[src/rtl/expr_alu_sequencer.sv]
// Sequencer that evaluates t0 +/- t1 +/- ... on an external add/sub ALU.
// Optional `SATURATE_EN: clamp the accumulator on ALU signed overflow instead of wrapping.
module expr_alu_sequencer #(
  parameter int WIDTH     = 16,
  parameter int MAX_TERMS = 8
) (
  input  logic             clk,
  input  logic             rst,
  input  logic             start,
  input  logic             in_valid,
  output logic             in_ready,
  input  logic [WIDTH-1:0] in_data,
  input  logic             in_op,
  input  logic             in_last,
  output logic             alu_h,
  output logic [WIDTH-1:0] alu_a,
  output logic [WIDTH-1:0] alu_b,
  input  logic [WIDTH-1:0] alu_result,
  input  logic             alu_overflow,
  output logic             busy,
  output logic             done,
  output logic [WIDTH-1:0] result,
  output logic             overflow,
  output logic             trunc_err,
  output logic [7:0]       term_count
);

  typedef enum logic [2:0] {
    IDLE,
    FIRST,
    NEXT,
    EXEC,
    DONE
  } state_t;

  state_t           state, state_nx;
  logic [WIDTH-1:0] acc;
  logic [WIDTH-1:0] b_reg;
  logic             h_reg;
  logic             last_reg;
  logic [WIDTH-1:0] acc_nx;
  logic             hs;
  logic             at_max;

  assign hs     = in_valid & in_ready;
  assign at_max = (term_count == 8'(MAX_TERMS));

  assign alu_a  = acc;
  assign alu_b  = b_reg;
  assign alu_h  = h_reg;
  // result tracks acc directly, so it holds the previous value until t0 overwrites acc.
  assign result = acc;

`ifdef SATURATE_EN
  always_comb begin
    acc_nx = alu_result;
    if (alu_overflow) begin
      acc_nx = acc[WIDTH-1] ? {1'b1, {(WIDTH-1){1'b0}}} : {1'b0, {(WIDTH-1){1'b1}}};
    end
  end
`else
  always_comb begin
    acc_nx = alu_result;
  end
`endif

  always_comb begin
    state_nx = state;
    busy     = 1'b1;
    in_ready = 1'b0;
    done     = 1'b0;
    case (state)
      IDLE: begin
        busy = 1'b0;
        if (start) state_nx = FIRST;
      end
      FIRST: begin
        in_ready = 1'b1;
        if (hs) state_nx = in_last ? DONE : NEXT;
      end
      NEXT: begin
        in_ready = 1'b1;
        if (hs) state_nx = EXEC;
      end
      EXEC: begin
        if (last_reg || at_max) state_nx = DONE;
        else                    state_nx = NEXT;
      end
      DONE: begin
        done     = 1'b1;
        state_nx = IDLE;
      end
      default: state_nx = IDLE;
    endcase
  end

  always_ff @(posedge clk or posedge rst) begin
    if (rst) begin
      state      <= IDLE;
      acc        <= '0;
      b_reg      <= '0;
      h_reg      <= 1'b0;
      last_reg   <= 1'b0;
      term_count <= '0;
      overflow   <= 1'b0;
      trunc_err  <= 1'b0;
    end else begin
      state <= state_nx;
      case (state)
        IDLE: begin
          if (start) begin
            overflow   <= 1'b0;
            trunc_err  <= 1'b0;
            term_count <= '0;
          end
        end
        FIRST: begin
          if (hs) begin
            acc        <= in_data;
            term_count <= 8'd1;
          end
        end
        NEXT: begin
          if (hs) begin
            b_reg      <= in_data;
            h_reg      <= in_op;
            last_reg   <= in_last;
            term_count <= term_count + 8'd1;
          end
        end
        EXEC: begin
          acc      <= acc_nx;
          overflow <= overflow | alu_overflow;
          if (!last_reg && at_max) trunc_err <= 1'b1;
        end
        default: ;
      endcase
    end
  end

endmodule

[config.mk]
export PLATFORM = sky130hd
export DESIGN_NAME = expr_alu_sequencer
export DESIGN_NICKNAME = d
export VERILOG_FILES = /design/src/rtl/expr_alu_sequencer.sv
export SDC_FILE = /design/constraint.sdc
export NUM_CORES = 1
export LEC_CHECK = 0
export CORE_MARGIN = 3
export CORE_UTILIZATION = 35
export DETAILED_ROUTE_END_ITERATION = 7
export GPL_ROUTABILITY_DRIVEN = 0
export GPL_TIMING_DRIVEN = 0
export PLACE_DENSITY = 0.68
export SYNTH_ARGS = -nofsm -noshare
export SYNTH_HDL_FRONTEND = slang
export SYNTH_SLANG_ARGS = --single-unit
[constraint.sdc]
create_clock -name clk -period 4.6 [get_ports clk]
set_input_delay 1.38 -clock clk [delete_from_list [all_inputs] [get_ports clk]]
set_output_delay 1.38 -clock clk [all_outputs]
set_load 0.05 [all_outputs]
## After elaboration in Yosys (flattened, before gate mapping)

Cells that the tools add are included.

| word-level totals | value |
|---|---|
| latch bits | 0 |
| input port bits | 39 |
| flip-flop bits (word level) | 47 |
| logic and storage cells | 53 |
| bits in writable memories | 0 |
| memories | 0 |
| ROM bits | 0 |

| cells by class | value |
|---|---|
| add/subtract/negate cells | 1 |
| bitwise operators | 2 |
| multiplexer cells | 19 |
| reduce and logical (&&, ||, !) cells | 14 |
| shifts and indexed selects | 0 |
| $mul | 0 |
| div/mod/pow operators | 0 |
| equal/unequal tests | 9 |
| $lt $le $gt $ge | 0 |

Operators with widths:

| operator | count |
|---|---|
| one-hot mux 16 bit (2 select lines) | 1 |
| 2-to-1 mux 8 bit | 3 |
| one-hot mux 8 bit (3 select lines) | 1 |
| 2-to-1 mux 16 bit | 1 |
| 2-to-1 mux 3 bit | 5 |
| one-hot mux 3 bit (4 select lines) | 1 |
| adder 8 x 1 -> 8 bit (second input constant) | 1 |
| == test 8 x 4 -> 1 bit (second input constant) | 1 |
| != test 2 bit (second input constant) | 4 |
| == test 3 x 2 -> 1 bit (second input constant) | 2 |
| AND reduction 2 bit | 3 |
| AND reduction 3 bit | 2 |
| 2-to-1 mux 1 bit | 5 |
| one-hot mux 1 bit (2 select lines) | 2 |
| AND reduction 4 bit | 1 |
| nonzero test 2 bit | 2 |
| == test 3 x 1 -> 1 bit (second input constant) | 1 |
| == test 3 bit (second input constant) | 1 |
| logical NOT 3 bit | 1 |
| nonzero test 3 bit | 1 |
| OR reduction 2 bit | 1 |
| AND 1 bit | 1 |
| logical AND 1 bit | 1 |
| logical NOT 1 bit | 1 |
| other kinds (2) | 2 |

## Depth between registers and ports, before layout

Gate-level depths: netlist of run 1.

| logic depth | value |
|---|---|
| depth after elaboration | 6 |
| depth in mapped cells | 6 |

## Least setup slack after synthesis of run 1

OpenSTA, ideal clock, no wires.

| timing path | value |
|---|---|
| path type | register -> output |
| from | register state[2] |
| to | output done |
| arrival | 2052 ps |
| setup slack | 1168 ps |
| cell stages (with the launch flop) | 4 |
| path buffers | 2 |
| cell sequence | dfrtp_1 clkbuf_1 clkbuf_1 nor3b_1 |

| on the way | value |
|---|---|
| longest elaborated chain between the ends | 2 |

RTL lines:

| item | RTL line | text |
|---|---|---|
| start: declaration | 36 | `state_t state, state_nx;` |
| start signal: assignment | 108 | `state <= state_nx;` |
| == test 3 bit | 72 | `case (state)` |
| 2-to-1 mux 1 bit | 72 |  |
| end: declaration | 21 | `output logic done,` |

No other way between the ends.

## Final worst setup path of run 1

Same ends and word-level chain as after synthesis.

==> run summary, run 1 <==
The run finished with clean final reports. The actual transition at the worst max-transition pin came out at 567 ps. The pre-CTS setup slack is 1060 ps.

The power after layout came out at between 2000 and 3000 uW. The synthesized netlist devotes 1.07% of its cell area to adder and majority cells. The total number of clock tree sinks is between 40 and 50. Once detail routing completed, the nets flagged for antenna violations numbered 0. The average cell area after synthesis is 10.7 um^2. The path class of the lowest-slack min-delay path is reg2reg. The power density over cell area is slightly above 800 nW/um^2. The critical path goes through clkbuf_1, clkbuf_1, nor3b_1, clkdlybuf4s50_1. The vias per cell is between 4 and 5. For this block, the routed nets add up to 6.45 mm of wire. The number of iterations in the first detailed-routing pass is 4. The net count reported at finish came out at around 370. The maximum fanout along the worst path is 10.

TritonCTS built the clock tree. In this run the critical register-to-register path is launched from state[0]. The worst clock skew came out at 8.64 ps. Of the post-synthesis cell area, the part taken by muxes is 15.1%. The critical path starts at state[2]. The number of core rows came out at 29. After clock tree synthesis, the setup repair step added 0 buffers. Counting every net in the synthesized netlist gives 259. The number of synthesized flops with an enable pin is 0.

The number of pins with negative max-slew slack in the final report is 0. The met3 layer usage reported by global route came out at around 5.3%. The final clock period utilization by the worst path is a little over four fifths.

The antenna diode count came out at 0. For this block, the initial DRC count from the detailed router was 62. The die footprint is between 7000 and 8000 um^2. The worst setup path is launched from a flop. The die is between 80 and 90 um wide. After synthesis, the largest family of logic cells by area is multiplexers. The simple-gate portion of the synthesized area is between 10% and 20%. The final worst slack is roughly 720 ps. Counting instances, the worst hold path has a depth of 1. Counting instances in the post-synthesis netlist gives the leading cell types as sky130_fd_sc_hd__dfrtp_1, sky130_fd_sc_hd__o21ai_0, sky130_fd_sc_hd__nand2_1, sky130_fd_sc_hd__mux2_2, sky130_fd_sc_hd__buf_4. The endpoint class of the critical path is a primary output. The post-synthesis compound-gate area fraction is around 12%. The finished layout cell area came out at around 3500 um^2. The wire length of the first global-routing pass came out at 10.6 mm.

By instance count, the cell type seen most on the critical path is sky130_fd_sc_hd__clkbuf_1. Compared with the post-synthesis result, the final layout area differs by 51.6%. The placeable core area came out at about 6400 um^2. For this run the aggregate overflow at the end of global routing stands at 0. The fraction of post-synthesis cell area in the top cell type by area came out at 50.4%. The setup violation total in the final timing report is 0. The largest individual stage delay along the critical path comes from the cell sky130_fd_sc_hd__clkdlybuf4s50_1. The total of max-cap violations came out at 0. Detailed routing inserted a total of around 2000 vias. After synthesis, the cell types taking the most area are sky130_fd_sc_hd__dfrtp_1, sky130_fd_sc_hd__mux2_2, sky130_fd_sc_hd__mux2i_1. Detailed placement ended at an HPWL of approximately 5 mm. Among all flip-flop cells after synthesis, the most frequent one is sky130_fd_sc_hd__dfrtp_1. In the post-synthesis netlist, the cell with the most instances is sky130_fd_sc_hd__dfrtp_1. In the final layout, the share of cells above drive strength 1 is roughly 16%. In this run the most used layer during global routing was met2.

Setup repair after global routing left no endpoint under its margin. For this run, the number of Yosys warnings is 0. The met2 routing resource usage after global routing is 28.3%.

The slack of the worst reg-to-reg path is ~2700 ps. Entering global routing, the biggest net connects 26 pins. The post-cts sizing count is 0. The post-detailed-placement cell area came out at 3450 um^2.

The number of antenna violations at the first check in global routing is 0. The share of flip-flops with an asynchronous set or reset is 100%. The peak per-stage delay on the critical path came out at roughly 830 ps. The number of buffers added on ports came out at 100. Hold timing on the final database bottoms out at a slack of 513 ps. The H-tree depth came out at 2. The post-route setup TNS is 0 ps. The flop and latch count out of synthesis came out at 47. The data arrival time of the critical path came out at around 2500 ps. The initial cell density of the core came out at between 30% and 40%. Dividing the detail-routed wire length by the instance count gives around 16 um. The via count of the first global-routing pass came out at roughly 2100. The worst voltage drop across the vdd grid came out at around 0.33 mV.

The shortest period the worst path allows came out at 3880 ps. The critical path data required time came out at between 3000 and 4000 ps. For this run, the total global-route usage over all layers was measured as between 15 and 20%.

The number of standard cells after synthesis is between 200 and 250. The cell area after technology mapping is between 2000 and 2500 um^2. Counting buffers and inverters, the worst setup path is 4 cells deep. The sequential area share after synthesis is 50.4%. The CTS buffer count is 5.

sky130_fd_sc_hd__dfrtp_1 takes more of the synthesized area than any other cell. The later-pin clock latency in the skew report came out at around 300 ps. The category of the most critical setup path is reg2out.

The static leakage power came out at 0.00157 uW. The global routing usage on met1 is around a quarter. The cell count of the worst reg-to-reg path is 5. The number of remaining DRC errors came out at 0. During I/O placement, the number of pins put on the boundary was 101. The headroom to the max-slew limit is between 60% and 70%. The number of buffers inserted for hold repair after clock tree synthesis came out at 0. The critical path contains buffers and inverters numbering 3 combined. The synthesized-area fraction occupied by xor and xnor cells is 0%.

The final hold violation count was 0. The fmax is around 260 MHz. The clock root buffer is sky130_fd_sc_hd__clkbuf_8. The register clock-pin slew on the reported worst setup and hold paths is ~80 ps. The post-synthesis cell type count is 36. The worst hold path begins at alu_b[11]. In this run the vertical extent of the chip is roughly 90 um. The top cell family by delay on the critical path is buffers and inverters. The worst reg2reg path endpoint is alu_a[9].

The worst hold path terminates at alu_b[11]. The maximum root-to-sink buffer count is 2.
-- routing by layer --
metal  vias up  share of wire, %
met3         4               5.3
met1       942                46
met5         -                 0
met4         0              0.45
li1        971                 -
met2        62                48
-- area by class of cell --
cell class / instances / area [um^2]
buffer: 28 / 181
clock buffer: 6 / 82.6
clock inverter: 1 / 5.00
fill: 604 / 2880
inverter: 5 / 18.8
multi-input combinational: 138 / 958
sequential: 47 / 1180
tap: 77 / 96.3
timing repair buffer: 101 / 1020
-- layout by cell type, fill, tap and decap left out, types with 2 or more instances in the layout --
master                            synthesis  routed
sky130_fd_sc_hd__clkdlybuf4s50_1          0     100
sky130_fd_sc_hd__dfrtp_1                 47      47
sky130_fd_sc_hd__o21ai_0                 21      21
sky130_fd_sc_hd__nand2_1                 19      19
sky130_fd_sc_hd__mux2_2                  18      18
sky130_fd_sc_hd__buf_4                   17      17
sky130_fd_sc_hd__mux2i_1                 15      15
sky130_fd_sc_hd__a21oi_1                  9       9
sky130_fd_sc_hd__nor2_1                   7       7
sky130_fd_sc_hd__clkbuf_1                 6       6
sky130_fd_sc_hd__o22ai_1                  6       6
sky130_fd_sc_hd__clkbuf_8                 0       6
sky130_fd_sc_hd__nor3_1                   5       5
sky130_fd_sc_hd__buf_2                    4       4
sky130_fd_sc_hd__nand3b_1                 4       4
sky130_fd_sc_hd__nor3b_1                  4       4
sky130_fd_sc_hd__o31ai_1                  4       4
sky130_fd_sc_hd__inv_1                    5       4
sky130_fd_sc_hd__nand3_1                  3       3
sky130_fd_sc_hd__nand2b_1                 2       2
sky130_fd_sc_hd__a31oi_1                  2       2
sky130_fd_sc_hd__and3_1                   2       2
sky130_fd_sc_hd__or4_1                    2       2
sky130_fd_sc_hd__ha_1                     2       2
-- worst max path at each step --
| stage | end |
|---|---|
| finish | done |
| global route | done |
| CTS | done |
| detailed placement | done |
| global placement | done |
| floorplan | done |
-- cell families (layout without fill, tap and decap cells) --
| group | Yosys count | after routing |
|---|---|---|
| AOI/OAI and AO/OA | 49 | 49 |
| adders and majority gates | 2 | 2 |
| buffers and inverters | 33 | 141 |
| DFF | 47 | 47 |
| muxes | 33 | 33 |
| and+or+nand+nor | 54 | 54 |
-- power breakdown --
group / switching [uW] / leakage, uW / internal, uW
combinational: 1250 / 0.000929 / 720
sequential: 122 / 0.000591 / 584
clock: 136 / 0.0000470 / 118
-- through the flow --
step                std cells  util [%]
CTS                       403      55.1
floorplan                 218         -
global route              403      55.1
global placement          395      53.4
finish                    403      55.1
detailed placement        396      53.8
(Power assumes the default switching activity.)
==> run 2: changes to the inputs <==
==> constraint.sdc (replaced) <==
create_clock -name clk -period 3.9 [get_ports clk]
set_input_delay 1.17 -clock clk [delete_from_list [all_inputs] [get_ports clk]]
set_output_delay 1.17 -clock clk [all_outputs]
set_load 0.05 [all_outputs]
==> results of run 2 <==
The final DEF is identical to that of run 1. Status: completed.
Main changes from that run: setup slack after placement 1060 ps -> 573 ps; setup slack after layout 720 ps -> 230 ps; register-to-register setup slack 2710 ps -> 2010 ps; total power 2930 uW -> 3460 uW; worst IR drop on VDD 0.325 mV -> 0.383 mV
